`config.mk`:
```
export PLATFORM = sky130hd
export DESIGN_NAME = apb_master_8bit_flat
export DESIGN_NICKNAME = d
export VERILOG_FILES = /design/src/rtl/apb_master_8bit_if.sv /design/src/rtl/apb_master_8bit.sv /design/src/flat_wrapper.sv
export SDC_FILE = /design/constraint.sdc
export NUM_CORES = 1
export LEC_CHECK = 0
export CAP_MARGIN = 10
export CORE_MARGIN = 3
export CORE_UTILIZATION = 47
export CTS_CLUSTER_SIZE = 10
export DETAILED_ROUTE_END_ITERATION = 6
export HOLD_SLACK_MARGIN = 0.05
export PLACE_DENSITY = 0.84
export SYNTH_ARGS = -nofsm -noshare
export SYNTH_HDL_FRONTEND = slang
export SYNTH_SLANG_ARGS = --single-unit
```
`constraint.sdc`:
```
create_clock -name pclk -period 2.5 [get_ports pclk]
set_clock_uncertainty 0.2 [all_clocks]
set_input_delay 0.5 -clock pclk [delete_from_list [all_inputs] [get_ports pclk]]
set_output_delay 0.5 -clock pclk [all_outputs]
set_load 0.02 [all_outputs]
```
`src/rtl/apb_master_8bit_if.sv`:
```
// Command/response and APB bus signals of the 8-bit APB initiator.
// The master modport is the initiator's view; slave is the requester/peripheral side.
interface apb_master_8bit_if #(
    parameter int unsigned DATA_WIDTH = 8,
    parameter int unsigned ADDR_WIDTH = 3
);
    logic                  cmd_valid;
    logic                  cmd_ready;
    logic                  cmd_write;
    logic [ADDR_WIDTH-1:0] cmd_addr;
    logic [DATA_WIDTH-1:0] cmd_wdata;
    logic                  rsp_valid;
    logic [DATA_WIDTH-1:0] rsp_rdata;
    logic                  rsp_slverr;
    logic                  rsp_timeout;
    logic                  busy;
    logic                  psel;
    logic                  penable;
    logic                  pwrite;
    logic [ADDR_WIDTH-1:0] paddr;
    logic [DATA_WIDTH-1:0] pwdata;
    logic [DATA_WIDTH-1:0] prdata;
    logic                  pready;
    logic                  pslverr;

    modport master (
        input  cmd_valid, cmd_write, cmd_addr, cmd_wdata, prdata, pready, pslverr,
        output cmd_ready, rsp_valid, rsp_rdata, rsp_slverr, rsp_timeout, busy,
        output psel, penable, pwrite, paddr, pwdata
    );

    modport slave (
        output cmd_valid, cmd_write, cmd_addr, cmd_wdata, prdata, pready, pslverr,
        input  cmd_ready, rsp_valid, rsp_rdata, rsp_slverr, rsp_timeout, busy,
        input  psel, penable, pwrite, paddr, pwdata
    );
endinterface

```
`src/rtl/apb_master_8bit.sv`:
```
// APB initiator: turns single-beat commands into SETUP/ACCESS transfers and reports
// read data, slave error and timeout for each one.
module apb_master_8bit #(
    parameter int unsigned DATA_WIDTH = 8,
    parameter int unsigned ADDR_WIDTH = 3,
    parameter int unsigned TIMEOUT    = 16
) (
    input logic                pclk,
    input logic                preset,
    apb_master_8bit_if.master  bus
);
    // Keep at least one bit so TIMEOUT = 0 still elaborates.
    localparam int unsigned CNT_W = (TIMEOUT > 0) ? $clog2(TIMEOUT + 1) : 1;
    localparam logic [CNT_W-1:0] CNT_MAX = CNT_W'(TIMEOUT);

    typedef enum logic [1:0] {StIdle, StSetup, StAccess} state_e;

    state_e                state_q;
    logic [CNT_W-1:0]      wait_q;
    logic                  psel_q;
    logic                  penable_q;
    logic                  pwrite_q;
    logic [ADDR_WIDTH-1:0] paddr_q;
    logic [DATA_WIDTH-1:0] pwdata_q;
    logic                  rsp_valid_q;
    logic [DATA_WIDTH-1:0] rsp_rdata_q;
    logic                  rsp_slverr_q;
    logic                  rsp_timeout_q;
    logic                  busy_q;
    logic                  accept;
    logic                  timeout_hit;

    assign bus.cmd_ready   = (state_q == StIdle) && !preset;
    assign accept          = bus.cmd_valid && (state_q == StIdle);
    assign timeout_hit     = (TIMEOUT != 0) && (wait_q == CNT_MAX);

    assign bus.psel        = psel_q;
    assign bus.penable     = penable_q;
    assign bus.pwrite      = pwrite_q;
    assign bus.paddr       = paddr_q;
    assign bus.pwdata      = pwdata_q;
    assign bus.rsp_valid   = rsp_valid_q;
    assign bus.rsp_rdata   = rsp_rdata_q;
    assign bus.rsp_slverr  = rsp_slverr_q;
    assign bus.rsp_timeout = rsp_timeout_q;
    assign bus.busy        = busy_q;

    always_ff @(posedge pclk or posedge preset) begin
        if (preset) begin
            state_q       <= StIdle;
            wait_q        <= '0;
            psel_q        <= 1'b0;
            penable_q     <= 1'b0;
            pwrite_q      <= 1'b0;
            paddr_q       <= '0;
            pwdata_q      <= '0;
            rsp_valid_q   <= 1'b0;
            rsp_rdata_q   <= '0;
            rsp_slverr_q  <= 1'b0;
            rsp_timeout_q <= 1'b0;
            busy_q        <= 1'b0;
        end else begin
            rsp_valid_q <= 1'b0;
            unique case (state_q)
                StIdle: begin
                    if (accept) begin
                        pwrite_q <= bus.cmd_write;
                        paddr_q  <= bus.cmd_addr;
                        pwdata_q <= bus.cmd_wdata;
                        psel_q   <= 1'b1;
                        busy_q   <= 1'b1;
                        state_q  <= StSetup;
                    end
                end
                StSetup: begin
                    penable_q <= 1'b1;
                    wait_q    <= '0;
                    state_q   <= StAccess;
                end
                StAccess: begin
                    // A late pready wins over a simultaneous abort.
                    if (bus.pready) begin
                        psel_q        <= 1'b0;
                        penable_q     <= 1'b0;
                        busy_q        <= 1'b0;
                        rsp_valid_q   <= 1'b1;
                        rsp_slverr_q  <= bus.pslverr;
                        rsp_rdata_q   <= (!pwrite_q && !bus.pslverr) ? bus.prdata : '0;
                        rsp_timeout_q <= 1'b0;
                        state_q       <= StIdle;
                    end else if (timeout_hit) begin
                        psel_q        <= 1'b0;
                        penable_q     <= 1'b0;
                        busy_q        <= 1'b0;
                        rsp_valid_q   <= 1'b1;
                        rsp_slverr_q  <= 1'b0;
                        rsp_rdata_q   <= '0;
                        rsp_timeout_q <= 1'b1;
                        state_q       <= StIdle;
                    end else if (wait_q != CNT_MAX) begin
                        wait_q <= wait_q + CNT_W'(1);
                    end
                end
                default: begin
                    state_q <= StIdle;
                end
            endcase
        end
    end
endmodule
```
`src/flat_wrapper.sv`:
```
// flat-port wrapper written by rule: the top's interface ports become plain ports
module apb_master_8bit_flat 
#(
    parameter int unsigned DATA_WIDTH = 8,
    parameter int unsigned ADDR_WIDTH = 3,
    parameter int unsigned TIMEOUT    = 16
)
  (pclk, preset, bus_cmd_valid, bus_cmd_write, bus_cmd_addr, bus_cmd_wdata, bus_prdata, bus_pready, bus_pslverr, bus_cmd_ready, bus_rsp_valid, bus_rsp_rdata, bus_rsp_slverr, bus_rsp_timeout, bus_busy, bus_psel, bus_penable, bus_pwrite, bus_paddr, bus_pwdata);
  apb_master_8bit_if #(.DATA_WIDTH(DATA_WIDTH), .ADDR_WIDTH(ADDR_WIDTH)) bus_i ();
  input logic pclk;
  input logic preset;
  input wire logic [$bits(bus_i.cmd_valid)-1:0] bus_cmd_valid;
  input wire logic [$bits(bus_i.cmd_write)-1:0] bus_cmd_write;
  input wire logic [$bits(bus_i.cmd_addr)-1:0] bus_cmd_addr;
  input wire logic [$bits(bus_i.cmd_wdata)-1:0] bus_cmd_wdata;
  input wire logic [$bits(bus_i.prdata)-1:0] bus_prdata;
  input wire logic [$bits(bus_i.pready)-1:0] bus_pready;
  input wire logic [$bits(bus_i.pslverr)-1:0] bus_pslverr;
  output wire logic [$bits(bus_i.cmd_ready)-1:0] bus_cmd_ready;
  output wire logic [$bits(bus_i.rsp_valid)-1:0] bus_rsp_valid;
  output wire logic [$bits(bus_i.rsp_rdata)-1:0] bus_rsp_rdata;
  output wire logic [$bits(bus_i.rsp_slverr)-1:0] bus_rsp_slverr;
  output wire logic [$bits(bus_i.rsp_timeout)-1:0] bus_rsp_timeout;
  output wire logic [$bits(bus_i.busy)-1:0] bus_busy;
  output wire logic [$bits(bus_i.psel)-1:0] bus_psel;
  output wire logic [$bits(bus_i.penable)-1:0] bus_penable;
  output wire logic [$bits(bus_i.pwrite)-1:0] bus_pwrite;
  output wire logic [$bits(bus_i.paddr)-1:0] bus_paddr;
  output wire logic [$bits(bus_i.pwdata)-1:0] bus_pwdata;
  assign bus_i.cmd_valid = bus_cmd_valid;
  assign bus_i.cmd_write = bus_cmd_write;
  assign bus_i.cmd_addr = bus_cmd_addr;
  assign bus_i.cmd_wdata = bus_cmd_wdata;
  assign bus_i.prdata = bus_prdata;
  assign bus_i.pready = bus_pready;
  assign bus_i.pslverr = bus_pslverr;
  assign bus_cmd_ready = bus_i.cmd_ready;
  assign bus_rsp_valid = bus_i.rsp_valid;
  assign bus_rsp_rdata = bus_i.rsp_rdata;
  assign bus_rsp_slverr = bus_i.rsp_slverr;
  assign bus_rsp_timeout = bus_i.rsp_timeout;
  assign bus_busy = bus_i.busy;
  assign bus_psel = bus_i.psel;
  assign bus_penable = bus_i.penable;
  assign bus_pwrite = bus_i.pwrite;
  assign bus_paddr = bus_i.paddr;
  assign bus_pwdata = bus_i.pwdata;
  apb_master_8bit #(.DATA_WIDTH(DATA_WIDTH), .ADDR_WIDTH(ADDR_WIDTH), .TIMEOUT(TIMEOUT)) u_core (.pclk(pclk), .preset(preset), .bus(bus_i));
endmodule
```
==> results of run 1 <==
-- layout by cell type, fill, tap and decap left out, drive strengths merged --
cell           netlist  final
o2bb2ai              1      1
dlygate4sd2          0      1
a2bb2oi              1      1
a21oi                6      6
nand2b               3      3
o21ai                4      4
nor2b                1      1
nand4b               2      2
nand2                4      4
o22ai                1      1
o32ai                1      1
nor2                 4      4
a32o                 1      1
dfrtp               32     32
inv                  9      9
a22o                 9      9
clkinv               0      1
a21o                 1      1
clkbuf               0      6
mux2                16     16
buf                  5      1
nor3                 1      1
and4bb               1      1
clkdlybuf4s50        0     50
ha                   7      7
bufinv               0      1
-- registers in the layout, summed over array words and instances (netlist names), 2 cells and up --
register / count
u_core.bus.rsp_rdata: 8
u_core.wait_q: 5
u_core.state_q: 2
u_core.bus.paddr: 3
u_core.bus.pwdata: 8
-- how the worst min path moves through the flow --
stage,end
6_report,u_core.bus.psel$_DFFE_PP0P_
2_1_floorplan,u_core.wait_q[4]$_DFFE_PP0P_
5_1_grt,u_core.bus.rsp_rdata[1]$_DFFE_PP0P_
4_1_cts,u_core.bus.psel$_DFFE_PP0P_
3_5_place_dp,u_core.bus.rsp_slverr$_DFFE_PP0P_
3_3_place_gp,u_core.bus.rsp_slverr$_DFFE_PP0P_
-- metal layers --
| metal | GRT usage, % | wire [µm] | up-vias |
|---|---|---|---|
| met5 | 0 | 0 | - |
| met4 | 7.430 | 45 | 0 |
| met3 | 3.830 | 204 | 5 |
| met2 | 30.08 | 1557 | 33 |
| met1 | 20.54 | 1217 | 504 |
| li1 | - | - | 494 |
-- power breakdown --
group	leakage (nW)	switching, mW	total (mW)	internal, mW
sequential	0.402	0.124	0.856	0.733
combinational	0.454	0.585	1.22	0.634
clock	0.0422	0.167	0.377	0.210
-- critical path: cells and delay by family, from the launching register on --
kind | cells | cell delay, ns
buf+inv | 2 | 0.47
flops | 1 | 0.41
fa+ha+maj | 1 | 0.22
simple gates | 1 | 0.13
-- per-stage QoR --
stage	total power, mW	area, µm²	utilization, %
after floorplan	1.570	1421	-
after global placement	2.056	1957	69.17
after detailed placement	2.102	1957	69.17
after CTS	2.484	2032	71.83
after global routing	2.607	2032	71.83
final	2.452	2032	71.83
-- layout make-up --
cell class	count	area share, %
Tap cell	31	1.909
Clock inverter	2	1.724
Inverter	9	1.663
Timing Repair Buffer	52	26.05
Clock buffer	6	2.032
Multi-Input combinational cell	64	27.22
Sequential cell	32	39.41
-- timing repair --
item,CTS,global route
gates resized for setup,1,0
setup endpoints to repair,1,0
hold endpoints to repair,0,0
-- logic make-up (layout without fill, tap and decap cells) --
logic type | count (synthesis) | after routing | share of synthesized area (%)
flops | 32 | 32 | 56.34
compound gates | 25 | 25 | 13.12
mux | 16 | 16 | 12.68
simple gates | 16 | 16 | 6.955
buf+inv | 14 | 69 | 4.753
fa+ha+maj | 7 | 7 | 6.162
==> results.json, run 1 <==
{
  "netlist.top_cell.by_area": "dfrtp_1",
  "synth_seq_area_share_pct": 56.34,
  "post-synth-top-area-fraction_pct": 56.34,
  "ys_ff_latch": 32,
  "count_of_cells_along_the_worst_register_to_register_path": 5,
  "antennaDiodeCount": 0,
  "critical_path_class": "register to primary output",
  "number_of_levels_in_the_clock_h_tree": 2,
  "synthFlopType": "dfrtp_1",
  "async_set_or_reset_register_ratio_after_synthesis_pct": 100.0,
  "worstPathArrival_ns": 1.55,
  "rr_endpoint": "u_core.bus.rsp_rdata[5]$_DFFE_PP0P_",
  "synth_top_cells_by_area": "dfrtp_1 (56%), mux2_2 (13%), ha_1 (6.2%)",
  "antenna_violating_nets_post_route": 0,
  "drc_errors": 0,
  "cellLeakagePower_nw": 0.8975,
  "clkSinkCount": 32,
  "worstSetupEndpoint": "bus_cmd_ready",
  "totalWireLength_mm": 3.024,
  "floorplan.initialDensity_pct": 50.24,
  "drt_pre_antenna_iters": 4,
  "synth_nets": 142,
  "tritoncts.num_buffers": 5,
  "detailedRoute.firstIterationViolations": 28,
  "crit-reg2reg-launch": "u_core.state_q[0]$_DFFE_PP0P_",
  "period_minus_slack_ns": 2.253,
  "synth.avg_cell_area_um2": 12.92,
  "post_route_cells_drive_above_1_share_pct": 16.97,
  "cts_max_path_buffers": 2,
  "max_clock_freq_mhz": 443.8,
  "port_buffers": 51,
  "place_congestion": 0.7476,
  "timing.critical_path.to_type": "primary output",
  "yosys_synthesis_warning_count": 0,
  "worst_setup_hold_path_clk_slew_ns": 0.09,
  "finish.cell_count_without_fillers": 196,
  "grt_overflow": 0,
  "timing.max_slew.rel_slack_pct": 64.36,
  "grt_use_total_pct": 17.31,
  "hold_class": "primary input to async pin",
  "antenna_found_initial": 0,
  "max-vdd-ir-drop_uv": 658.2,
  "area_overhead_vs_synth_pct": 42.96,
  "power.density_cell_area_nw_per_um2": 1207,
  "num-nets-final": 196,
  "detail_route.wl_per_cell_um": 15.43,
  "timing.critical_path.from": "u_core.state_q[1]$_DFFE_PP0P_",
  "synthMostInstantiatedCell": "dfrtp_1",
  "fin_ws_ns": 0.2466,
  "timing.critical_path.fanout_max": 4,
  "totalNegativeSetupSlack_ns": 0,
  "dp_hpwl_mm": 2.369,
  "seqCellArea_um2": 800.8,
  "postCtsSetupRepairBufs": 0,
  "final-hold-violation-count": 0,
  "timing.reg2reg.setup_slack_ns": 0.43,
  "post_synth_most_frequent_cells": "dfrtp_1 (32), mux2_2 (16), a22o_1 (9), inv_1 (9), ha_1 (7)",
  "status": "finished, final reports clean",
  "core_area_um2": 2829,
  "boundaryPins": 52,
  "final_max_slew_viol_count": 0,
  "filler_cell_count": 211,
  "required_ns": 1.80,
  "tritoncts": "built",
  "netlist_instances": 110,
  "synth_area_um2": 1421,
  "critPathMaxStageDelay_ns": 0.41,
  "die_height_um": 60.99,
  "largest_net_degree_at_the_start_of_global_routing": 24,
  "yosys.cell_types.count": 24,
  "multi_input_area_um2": 553.0,
  "cap_viol_max_count": 0,
  "synth-edff-count": 0,
  "worst_pin_slew_ns": 0.5317,
  "grt_first_pass_wirelength_mm": 4.657,
  "critical_path_start_type": "register",
  "timing.hold.ws_ns": 0.3079,
  "worst_path_max_delay_cell": "dfrtp_1",
  "grt_pass1_vias": 1076,
  "per_cell_via_count_in_the_routed_design": 5.286,
  "insertion_delay_ns": 0.32,
  "post-place-cells": 188,
  "floorplan.die.width_um": 60.99,
  "setup_repair_after_global_routing_missed_its_margin": "false",
  "pre_cts_slack_ns": 0.1316,
  "std_cell_rows": 19,
  "path_cells": "inv_1, ha_1, nor2b_1, dlygate4sd2_1",
  "design.die.area_um2": 3720,
  "ctsHoldBuffers": 0,
  "route.vias.total": 1036,
  "final.period_utilization_pct": 90.14,
  "cts.root.buffer_cell": "clkbuf_4",
  "final-setup-viol-count": 0
}
No activity file was read; power rests on OpenSTA's default activity.
==> run 2, diff against run 1 <==
Settings changed: CORE_UTILIZATION 47 to 44, PLACE_DENSITY 0.84 to 0.79.
Clock period 2.5 ns to 2.1 ns, I/O delays scaled along.
==> results.json, run 2 (synthesis gave the netlist of run 1 again) <==
{
  "post_route_cells_drive_above_1_share_pct": 21.84,
  "ctsHoldBuffers": 0,
  "final.period_utilization_pct": 95.29,
  "place_congestion": 0.8482,
  "detailed_place.area_um2": 2026,
  "cts_max_path_buffers": 2,
  "required_ns": 1.48,
  "number_of_levels_in_the_clock_h_tree": 2,
  "critical_path_start_type": "register",
  "commonest_cells_after_routing_fill_and_taps_aside": "clkdlybuf4s50_1 (50), dfrtp_1 (32), mux2_2 (16)",
  "hold_class": "primary input to async pin",
  "route.vias.total": 1082,
  "finish.cell_count_without_fillers": 216,
  "drt_pre_antenna_iters": 4,
  "drc_errors": 0,
  "worst_path_max_delay_cell": "clkdlybuf4s50_1",
  "design.die.area_um2": 3948,
  "area_overhead_vs_synth_pct": 47.54,
  "cap_viol_max_count": 0,
  "post-place-cells": 208,
  "dp_hpwl_mm": 2.385,
  "num-nets-final": 205,
  "tritoncts": "built",
  "tritoncts.num_buffers": 5,
  "largest_net_degree_at_the_start_of_global_routing": 33,
  "status": "finished, final reports clean",
  "grt_pass1_vias": 1136,
  "grt_use_total_pct": 17.52,
  "postCtsSetupRepairBufs": 0,
  "most_common_cell_after_layout_fill_and_taps_aside": "clkdlybuf4s50_1",
  "cts.root.buffer_cell": "clkbuf_4",
  "max-vdd-ir-drop_uv": 903.3,
  "antenna_found_initial": 0,
  "path_cells": "clkdlybuf4s50_1",
  "final-setup-viol-count": 0,
  "totalWireLength_mm": 3.137,
  "final-hold-violation-count": 0,
  "boundaryPins": 52,
  "timing.reg2reg.setup_slack_ns": 0.26,
  "final_area_um2": 2097,
  "die_height_um": 62.84,
  "setup_repair_after_global_routing_missed_its_margin": "false",
  "insertion_delay_ns": 0.33,
  "final_max_slew_viol_count": 0,
  "grt_overflow": 0,
  "critical_path_class": "register to primary output",
  "worst_pin_slew_ns": 0.3977,
  "per_cell_via_count_in_the_routed_design": 5.009,
  "antenna_violating_nets_post_route": 0,
  "crit_buf_inv": 1,
  "worstPathArrival_ns": 1.38,
  "clkSinkCount": 32,
  "path_delay_family": "buffers and inverters",
  "grt_first_pass_wirelength_mm": 5.313,
  "antennaDiodeCount": 0,
  "period_minus_slack_ns": 2.001,
  "floorplan.initialDensity_pct": 48.61,
  "core_area_um2": 2924,
  "timing.critical_path.to_type": "primary output",
  "cellLeakagePower_nw": 0.9331,
  "timing.max_slew.rel_slack_pct": 73.49,
  "detail_route.wl_per_cell_um": 14.52,
  "timing.critical_path.fanout_max": 4,
  "critPathMaxStageDelay_ns": 0.63,
  "port_buffers": 51,
  "detailedRoute.firstIterationViolations": 44,
  "max_clock_freq_mhz": 499.7,
  "worst_setup_hold_path_clk_slew_ns": 0.10,
  "std_cell_rows": 19,
  "power.density_cell_area_nw_per_um2": 1439,
  "floorplan.die.width_um": 62.84
}
[run 2: cell count changes in the layout (fill, tap and decap cells not counted)]
cell and delta:
buf_12 -1, buf_4 +10, clkbuf_2 +1, dlygate4sd2_1 -1
[run 2: layout make-up]
type                       instances  area, µm²
clock buffer                       6      41.29
clock inverter                     2      35.03
fill                             233      827.0
inverter                           9      33.78
multi-input combinational         64      553.0
sequential                        32      800.8
tap                               42      52.55
timing repair buffer              61      580.6
[run 2: metrics by stage]
stage          setup slack (ns)  hold WS, ns  total power [mW]  setup TNS [ns]  utilization, %
6_report                0.09896       0.2908             3.019               0           71.72
4_1_cts                0.002937       0.3029             3.051               0           71.89
3_3_place_gp           -0.07902       0.2778             2.523        -0.07902           69.28
2_1_floorplan            0.4577       0.2990             1.869               0               -
3_5_place_dp           -0.07796       0.2846             2.595        -0.07796           69.28
5_1_grt                 0.04314       0.3273             3.196               0           71.72
[run 2: final timing paths]
path,startpoint,endpoint,cells past startpoint
min in group pclk,u_core.bus.rsp_slverr$_DFFE_PP0P_,u_core.bus.rsp_slverr$_DFFE_PP0P_,1
setup / recovery,u_core.bus.psel$_DFFE_PP0P_,bus_busy,1
hold reg to reg,u_core.bus.rsp_slverr$_DFFE_PP0P_,u_core.bus.rsp_slverr$_DFFE_PP0P_,1
hold / removal,preset,u_core.state_q[1]$_DFFE_PP0P_,3
max in group asynchronous,preset,u_core.bus.rsp_rdata[1]$_DFFE_PP0P_,3
setup reg to reg,u_core.state_q[0]$_DFFE_PP0P_,u_core.state_q[1]$_DFFE_PP0P_,5
[run 2: where the power goes]
part           leakage [nW]  internal (mW)  switching, mW
sequential            0.402          0.872          0.152
clock                0.0422          0.249          0.207
combinational         0.489          0.814          0.724
total                 0.933           1.94           1.08
[run 2: per-layer routing]
metal / share of wire, % / vias to the layer above / GRT usage (%)
li1: - / 512 / -
met1: 42 / 521 / 19.95
met2: 51 / 44 / 29.29
met3: 6.2 / 5 / 7.734
met4: 1.5 / 0 / 5.785
met5: 0 / - / 0
[run 2: what timing repair did]
action / 4_1_cts / 5_1_grt
hold endpoints to repair: 0 / 0
setup endpoints to repair: 1 / 1
gates cloned: 0 / 0
gates resized for setup: 2 / 1
==> run 3, diff against run 2 <==
==> constraint.sdc (replaced) <==
create_clock -name pclk -period 2.1 [get_ports pclk]
set_clock_uncertainty 0.2 [all_clocks]
set_input_delay 0.315 -clock pclk [delete_from_list [all_inputs] [get_ports pclk]]
set_output_delay 0.315 -clock pclk [all_outputs]
set_load 0.02 [all_outputs]
==> results.json, run 3 (synthesis gave the netlist of run 1 again) <==
{
  "status": "finished, final reports clean",
  "floorplan.die.width_um": 62.84,
  "timing.reg2reg.setup_slack_ns": 0.30,
  "crit-reg2reg-launch": "u_core.wait_q[0]$_DFFE_PP0P_",
  "detail_route.wl_per_cell_um": 15.21,
  "detailedRoute.firstIterationViolations": 37,
  "postCtsSetupRepairBufs": 0,
  "final_max_slew_viol_count": 0,
  "critical_path_start_type": "register",
  "hold_class": "primary input to async pin",
  "totalNegativeSetupSlack_ns": 0,
  "antennaDiodeCount": 0,
  "drt_pre_antenna_iters": 4,
  "tritoncts": "built",
  "grt_overflow": 0,
  "most_common_cell_after_layout_fill_and_taps_aside": "clkdlybuf4s50_1",
  "antenna_violating_nets_post_route": 0,
  "dp_hpwl_mm": 2.471,
  "cap_viol_max_count": 0,
  "drc_errors": 0,
  "antenna_found_initial": 0,
  "final-hold-violation-count": 0,
  "period_minus_slack_ns": 1.927,
  "detailed_place.area_um2": 1996,
  "grt_pass1_vias": 1168,
  "largest_net_degree_at_the_start_of_global_routing": 33,
  "tritoncts.num_buffers": 5,
  "die_height_um": 62.84,
  "area_overhead_vs_synth_pct": 43.31,
  "worstSetupEndpoint": "bus_cmd_ready",
  "max-vdd-ir-drop_uv": 812.2,
  "timing.critical_path.depth": 4,
  "critPathMaxStageDelay_ns": 0.43,
  "path_cells": "inv_1, ha_1, nor2b_1, clkbuf_2",
  "design.die.area_um2": 3948,
  "timing.critical_path.fanout_max": 4,
  "totalWireLength_mm": 3.210,
  "core_area_um2": 2924,
  "floorplan.initialDensity_pct": 48.61,
  "num-nets-final": 201,
  "per_cell_via_count_in_the_routed_design": 5.024,
  "clkSinkCount": 32,
  "rr_endpoint": "u_core.bus.rsp_rdata[3]$_DFFE_PP0P_",
  "cts_max_path_buffers": 2,
  "required_ns": 1.58,
  "grt_first_pass_wirelength_mm": 5.630,
  "number_of_levels_in_the_clock_h_tree": 2,
  "timing.critical_path.from": "u_core.state_q[0]$_DFFE_PP0P_",
  "commonest_cells_after_routing_fill_and_taps_aside": "clkdlybuf4s50_1 (50), dfrtp_1 (32), mux2_2 (16)",
  "cellLeakagePower_nw": 0.9014,
  "worst_pin_slew_ns": 0.4710,
  "worst_path_max_delay_cell": "dfrtp_1",
  "power.density_cell_area_nw_per_um2": 1386,
  "fin_total_pwr_mw": 2.823,
  "timing.critical_path.to_type": "primary output",
  "final_area_um2": 2037,
  "path_delay_family": "flip-flops",
  "worst_setup_hold_path_clk_slew_ns": 0.09,
  "route.vias.total": 1060,
  "critical_path_class": "register to primary output",
  "final-setup-viol-count": 0,
  "final.period_utilization_pct": 91.78,
  "place_congestion": 0.8134,
  "crit_buf_inv": 2,
  "std_cell_rows": 19,
  "boundaryPins": 52,
  "max_clock_freq_mhz": 518.8,
  "setup_repair_after_global_routing_missed_its_margin": "false",
  "timing.max_slew.rel_slack_pct": 68.59,
  "cts.root.buffer_cell": "clkbuf_4",
  "count_of_cells_along_the_worst_register_to_register_path": 5,
  "post_route_cells_drive_above_1_share_pct": 19.53,
  "insertion_delay_ns": 0.32,
  "worstPathArrival_ns": 1.41,
  "grt_use_total_pct": 18.28,
  "port_buffers": 51
}
run 3: cell types whose count changed in the layout (fill, tap and decap cells not counted), sizes merged:
cell	change
buf	-4
bufinv	-1
run 3: area by class of cell:
cell class | instances | area (µm²)
Inverter | 9 | 33.78
Tap cell | 42 | 52.55
Clock buffer | 6 | 41.29
Multi-Input combinational cell | 64 | 553.0
Sequential cell | 32 | 800.8
Timing Repair Buffer | 57 | 550.5
Clock inverter | 1 | 5.005
Fill cell | 236 | 887.1
run 3: tightest hold or removal path, cell delays in order:
cell and delay, ns:
clkdlybuf4s50_1 0.42, inv_1 0.06, buf_4 0.36
run 3: metal layers:
layer  track usage [%]  up-vias  routed length (µm)
met5                 0        -                   0
met4             8.540        0                  54
met3             4.317        7                 168
met2             32.36       37                1626
met1             20.65      510                1360
li1                  -      506                   -
run 3: metrics by stage:
step / util [%] / hold WS, ns / cells / worst slack, ns
after floorplan: - / 0.2312 / 110 / 0.4648
after global placement: 68.25 / 0.2778 / 204 / 0.1258
after detailed placement: 68.25 / 0.2820 / 204 / 0.08662
after CTS: 69.83 / 0.2090 / 211 / 0.01086
after global routing: 69.66 / 0.2443 / 211 / 0.05275
final: 69.66 / 0.2091 / 211 / 0.1726
run 3: worst min path at each step:
stage | startpoint | end
6_report | preset | u_core.state_q[1]$_DFFE_PP0P_
2_1_floorplan | preset | u_core.bus.paddr[0]$_DFFE_PP0P_
3_3_place_gp | u_core.bus.rsp_slverr$_DFFE_PP0P_ | u_core.bus.rsp_slverr$_DFFE_PP0P_
3_5_place_dp | u_core.bus.rsp_slverr$_DFFE_PP0P_ | u_core.bus.rsp_slverr$_DFFE_PP0P_
4_1_cts | preset | u_core.bus.rsp_slverr$_DFFE_PP0P_
5_1_grt | preset | u_core.state_q[1]$_DFFE_PP0P_
run 3: power breakdown:
part           switching, mW  internal, mW
Sequential             0.153         0.872
Clock                  0.190         0.123
Combinational          0.705         0.779
run 3: what timing repair did:
item / 4_1_cts / 5_1_grt
gates cloned: 0 / 0
hold buffers: 0 / 0
pin swaps: 0 / 0
gates resized for setup: 2 / 1
setup endpoints to repair: 1 / 1
